--- src/rtl/mdu_pkg.sv ---
`default_nettype none
// ============================================================================
//  Module      : mdu_pkg
//  Description : Shared types and constants for the multiply/divide unit.
//  Revision    : 1.0 - initial release
// ============================================================================
package mdu_pkg;

    // Divider request encoding as driven by the ALU.
    typedef enum logic [1:0] {
        DIV_NONE = 2'b00,
        DIV_U    = 2'b01,
        DIV_S    = 2'b10
    } div_op_t;

    // Divider control states.
    typedef enum logic [1:0] {
        IDLE = 2'd0,
        CALC = 2'd1,
        FIX  = 2'd2
    } div_state_t;

    // One quotient bit is produced per CALC cycle.
    localparam int DIV_ITER = 32;

endpackage : mdu_pkg
`default_nettype wire

--- src/rtl/div_radix2.sv ---
`default_nettype none
// ============================================================================
//  Module      : div_radix2
//  Description : Abortable multi-cycle restoring radix-2 divider. Latches the
//                operands on start, produces one quotient bit per cycle and
//                applies sign correction in a final FIX cycle.
//                result = {remainder, quotient}.
//  Revision    : 1.0 - initial release
// ============================================================================
module div_radix2
    import mdu_pkg::*;
#(
    parameter int WIDTH     = 32,
    parameter bit ZERO_FAST = 1'b1
) (
    input  logic                 clk,
    input  logic                 rst_n,
    input  logic [1:0]           div_op,
    input  logic                 abort,
    input  logic [WIDTH-1:0]     dividend,
    input  logic [WIDTH-1:0]     divisor,
    output logic [2*WIDTH-1:0]   result,
    output logic                 done
);

    localparam int               CNT_W    = $clog2(DIV_ITER);
    localparam logic [CNT_W-1:0] CNT_LAST = CNT_W'(DIV_ITER - 1);

    div_state_t         state_q,   state_d;
    logic [CNT_W-1:0]   cnt_q,     cnt_d;
    logic [WIDTH-1:0]   rem_q,     rem_d;
    logic [WIDTH-1:0]   quo_q,     quo_d;
    logic [WIDTH-1:0]   dvsr_q,    dvsr_d;
    logic               neg_quo_q, neg_quo_d;
    logic               neg_rem_q, neg_rem_d;
    logic               zero_q,    zero_d;
    logic [2*WIDTH-1:0] result_q,  result_d;
    logic               done_q,    done_d;

    // Request decode and operand magnitudes (two's complement, so the most
    // negative value maps onto itself and is read back as an exact unsigned).
    logic               w_start;
    logic               w_signed;
    logic               w_dvd_neg;
    logic               w_dvs_neg;
    logic [WIDTH-1:0]   w_abs_dvd;
    logic [WIDTH-1:0]   w_abs_dvs;
    logic               w_dvs_zero;

    // One restoring step: shift rem:quo left by one and trial-subtract.
    logic [WIDTH:0]     w_shift;
    logic [WIDTH:0]     w_diff;

    // Sign-corrected outputs used in FIX.
    logic [WIDTH-1:0]   w_quo_fix;
    logic [WIDTH-1:0]   w_rem_fix;

    assign w_start    = (div_op == DIV_U) || (div_op == DIV_S);
    assign w_signed   = (div_op == DIV_S);
    assign w_dvd_neg  = w_signed & dividend[WIDTH-1];
    assign w_dvs_neg  = w_signed & divisor[WIDTH-1];
    assign w_abs_dvd  = w_dvd_neg ? -dividend : dividend;
    assign w_abs_dvs  = w_dvs_neg ? -divisor  : divisor;
    assign w_dvs_zero = (divisor == '0);

    assign w_shift    = {rem_q, quo_q[WIDTH-1]};
    assign w_diff     = w_shift - {1'b0, dvsr_q};

    // The remainder always carries the dividend sign, which also restores the
    // original dividend for a divide-by-zero (rem holds |dividend| then).
    assign w_quo_fix  = zero_q    ? '1      :
                        neg_quo_q ? -quo_q  : quo_q;
    assign w_rem_fix  = neg_rem_q ? -rem_q  : rem_q;

    // Next-state, datapath and result update.
    always_comb begin
        state_d   = state_q;
        cnt_d     = cnt_q;
        rem_d     = rem_q;
        quo_d     = quo_q;
        dvsr_d    = dvsr_q;
        neg_quo_d = neg_quo_q;
        neg_rem_d = neg_rem_q;
        zero_d    = zero_q;
        result_d  = result_q;
        done_d    = (state_q == IDLE);

        case (state_q)
            IDLE: begin
                if (!abort && w_start) begin
                    dvsr_d    = w_abs_dvs;
                    quo_d     = w_abs_dvd;
                    neg_quo_d = w_dvd_neg ^ w_dvs_neg;
                    neg_rem_d = w_dvd_neg;
                    zero_d    = w_dvs_zero;
                    cnt_d     = CNT_LAST;
                    if (w_dvs_zero && ZERO_FAST) begin
                        // No iterations: preload the magnitude FIX expects.
                        rem_d   = w_abs_dvd;
                        state_d = FIX;
                    end else begin
                        rem_d   = '0;
                        state_d = CALC;
                    end
                end
            end
            CALC: begin
                if (abort) begin
                    state_d = IDLE;
                end else begin
                    if (!w_diff[WIDTH]) begin
                        rem_d = w_diff[WIDTH-1:0];
                        quo_d = {quo_q[WIDTH-2:0], 1'b1};
                    end else begin
                        rem_d = w_shift[WIDTH-1:0];
                        quo_d = {quo_q[WIDTH-2:0], 1'b0};
                    end
                    cnt_d = cnt_q - 1'b1;
                    if (cnt_q == '0) begin
                        state_d = FIX;
                    end
                end
            end
            FIX: begin
                state_d = IDLE;
                if (!abort) begin
                    result_d = {w_rem_fix, w_quo_fix};
                end
            end
            default: begin
                state_d = IDLE;
            end
        endcase
    end

    // State and datapath registers; reset is asynchronous and immediate.
    always_ff @(posedge clk or negedge rst_n) begin
        if (!rst_n) begin
            state_q   <= IDLE;
            cnt_q     <= '0;
            rem_q     <= '0;
            quo_q     <= '0;
            dvsr_q    <= '0;
            neg_quo_q <= 1'b0;
            neg_rem_q <= 1'b0;
            zero_q    <= 1'b0;
            result_q  <= '0;
            done_q    <= 1'b1;
        end else begin
            state_q   <= state_d;
            cnt_q     <= cnt_d;
            rem_q     <= rem_d;
            quo_q     <= quo_d;
            dvsr_q    <= dvsr_d;
            neg_quo_q <= neg_quo_d;
            neg_rem_q <= neg_rem_d;
            zero_q    <= zero_d;
            result_q  <= result_d;
            done_q    <= done_d;
        end
    end

    assign result = result_q;
    assign done   = done_q;

endmodule : div_radix2
`default_nettype wire

--- config.mk ---
export PLATFORM = sky130hd
export DESIGN_NAME = div_radix2
export DESIGN_NICKNAME = d
export VERILOG_FILES = /design/src/rtl/mdu_pkg.sv /design/src/rtl/div_radix2.sv
export SDC_FILE = /design/constraint.sdc
export NUM_CORES = 1
export LEC_CHECK = 0
export ABC_CLOCK_PERIOD_IN_PS = 4300
export CORE_MARGIN = 10
export CORE_UTILIZATION = 57
export DETAILED_ROUTE_END_ITERATION = 7
export GPL_ROUTABILITY_DRIVEN = 0
export PLACE_DENSITY = 0.81
export SLEW_MARGIN = 20
export SYNTH_ARGS = -nofsm -noshare
export SYNTH_HDL_FRONTEND = slang
export SYNTH_SLANG_ARGS = --single-unit
--- constraint.sdc ---
create_clock -name clk -period 4.3 [get_ports clk]
set_input_delay 0.645 -clock clk [delete_from_list [all_inputs] [get_ports clk]]
set_output_delay 0.645 -clock clk [all_outputs]
set_load 0.02 [all_outputs]
==> metrics.cfg <==
[status]
status = finished clean

[logic_synthesis]
seq_area_frac_synth_pct = 37.50
syn-cell-area_mm2 = 0.01141
synth_top_area_share_pct = 37.27
async_flop_share_pct = 100.0
synth_top_area_cell = dfrtp_1
synth_edf_count = 0
syn_inst = 1392
yosysWarnings = 0
synth_area_per_cell_um2 = 8.199
dominantRegCellSynth = dfrtp_1
syn-num-nets = 1501
synthTopCellsByArea = dfrtp_1, xor2_1, o21ai_0
yosysUniqueCellTypes = 59
ys_ff_latch = 171

[job]
maxCapViolations = 0

[sta]
setup_tns_ns = 0
skew_ns = 0.008931
fmax_ghz = 0.2637
max-slew-margin-rel_pct = 33.10
period_minus_slack_ns = 3.793
fin_crit_sh_pct = 88.20
hold_viol = 0
rsz0062_at_grt = no
worst_pin_slew_ns = 1.004
maxSlewViolCount = 0
setup_viol = 0

[worst_setup_path]
crit_family = simple AND/OR/NAND/NOR gates
crit_top_cell = or4_1
critical_path_class = input pin to register
cp.arrival_ns = 4.10
crit_buf_inv = 1
crit_fanout = 5
cp-end-kind = register
slowest_stage = or4_1
max_stage_delay_ns = 0.62
required_ns = 4.61
path_cells = clkdlybuf4s50_1 -> or4_1 -> nor4_1 -> or3b_1 -> or4_1 -> o41ai_1 -> xor2_1 -> nand2_1 -> o21ai_0 -> a21oi_1
startpoint_type = input pin

[drt]
antenna_left = 0
drc = 0
wirelength_mm = 33.13
vias_per_cell = 6.126
first_pass_iters = 5
routedWlPerCell_um = 18.69
drtIter0Drc = 1203
vias = 10860

[floorplan]
ios = 134
die_area_mm2 = 0.02608
die-width_um = 161.5
start_util_pct = 58.26
core_region_area_mm2 = 0.01959
fp-row-count = 51
die_h_um = 161.5

[global_routing]
grt_max_degree = 99
grt_pass1_vias = 10530
grt_pass1_wl_mm = 53.89
antenna_found_initial = 1
grt_usage_pct = 24.95
grt_overflow = 0

[power_and_ir_drop]
powerDensity_mw_per_mm2 = 795.1
p_leak_uw = 0.005514
ir_drop_v = 0.0005404

[worst_hold_path]
min_path_type = input pin to async pin

[clock_tree]
clk_path_buf_depth = 2
cts_sinks = 171
clk-insertion-delay-late_ns = 0.43
cts_hold_buf = 0
cts_root_buf = clkbuf_16
htree_levels = 4
cts_tree = done
path_clk_slew_ns = 0.06
cts_resized = 0
cts_buffers = 17
postCtsSetupBuffers = 0

[place]
portBuffers = 133
dp_cells = 1741
dp_hpwl_mm = 24.70
placed_cell_area_mm2 = 0.01305

[finish]
finalNetCount = 1604
area_growth_pct = 19.43
fin_area_mm2 = 0.01363
final_common_cell = dfrtp_1
fin_cells = 1772
final_core_util_pct = 69.58
final_cell_mix = dfrtp_1, nor2_1, o21ai_0
drive_gt1_share_pct = 5.043
num_antenna_cells = 0

## final timing paths
| check | from | end | slack, ns | depth (start not counted) |
|---|---|---|---|---|
| setup / recovery | dividend[12] | quo_q[27] | 0.51 | 10 |
| hold / removal | rst_n | dvsr_q[7] | 0.28 | 1 |
| setup reg to reg | quo_q[31] | rem_q[9] | 0.57 | 13 |
| hold reg to reg | dvsr_q[22] | dvsr_q[22] | 0.48 | 2 |
| max in group asynchronous | rst_n | done | 3.10 | 2 |
| min in group clk | dvsr_q[22] | dvsr_q[22] | 0.48 | 2 |
## routing by layer
layer / vias to the layer above / GRT usage [%] / part of all wire, %
li1: 5138 / - / -
met1: 5115 / 32.97 / 42
met2: 534 / 38.85 / 45
met3: 68 / 5.262 / 9.3
met4: 0 / 10.59 / 3.3
met5: - / 0 / 0
## cells by family (layout without fill, tap and decap cells)
kind of cell | after synthesis | in the layout | share of synthesized area (%)
AOI/OAI and AO/OA | 448 | 448 | 23.20
and+or+nand+nor | 436 | 436 | 17.47
DFF | 171 | 171 | 37.50
xor gates and xnor gates | 144 | 144 | 11.05
buffers and inverters | 130 | 245 | 4.286
adders and majority gates | 40 | 40 | 4.451
muxes | 23 | 23 | 2.039
## final cells by class
| class | instances | area, µm² |
|---|---|---|
| clock buffers | 19 | 442.9 |
| clock inverters | 12 | 137.6 |
| fillers | 1581 | 5959 |
| inverters | 56 | 210.2 |
| multi-input cells | 1091 | 6670 |
| flip-flops and latches | 171 | 4280 |
| well taps | 265 | 331.6 |
| repair buffers | 158 | 1558 |
## cells in the mapped netlist (all sizes together) (15+ instances only)
master	count
clkbuf	65
o31ai	27
or4	26
mux2i	21
ha	39
o41ai	17
dfrtp	170
xnor2	50
o21ai	159
a21o	15
a21oi	155
inv	56
nor3	29
nor2	160
xor2	94
nand2	138
## flip-flops by register name, summed over array words and instances (netlist names)
signal	count
dvsr_q	32
result	64
neg_quo_q	1
neg_rem_q	1
cnt_q	5
zero_q	1
quo_q	32
state_q	2
rem_q	32
done	1
## through the flow
step	hold slack, ns	setup slack, ns	total power, µW
floorplan	0.3494	1.050	7107
finish	0.2838	0.5075	10840
global placement	0.4622	0.2808	8970
CTS	0.3411	0.5833	10750
global route	0.3557	0.2487	11610
detailed placement	0.4699	0.1554	9146
## power by group
group / internal (µW) / switching, µW / total (µW)
Sequential: 2330 / 906 / 3230
Clock: 875 / 672 / 1550
Combinational: 2640 / 3410 / 6060
Total: 5850 / 4990 / 10800
## worst reg2reg max path, stage by stage, from the launching register on
cell and delay, ns:
dfrtp_1 0.35, inv_1 0.16, ha_1 0.29, fa_1 0.40, nand2b_1 0.17, a21o_1 0.20, a21oi_1 0.29, o211ai_1 0.23
o21ai_0 0.43, xor2_2 0.18, buf_4 0.30, mux2_2 0.39, a21oi_1 0.13, o21ai_0 0.08
Power figures use the tool's default switching activity.
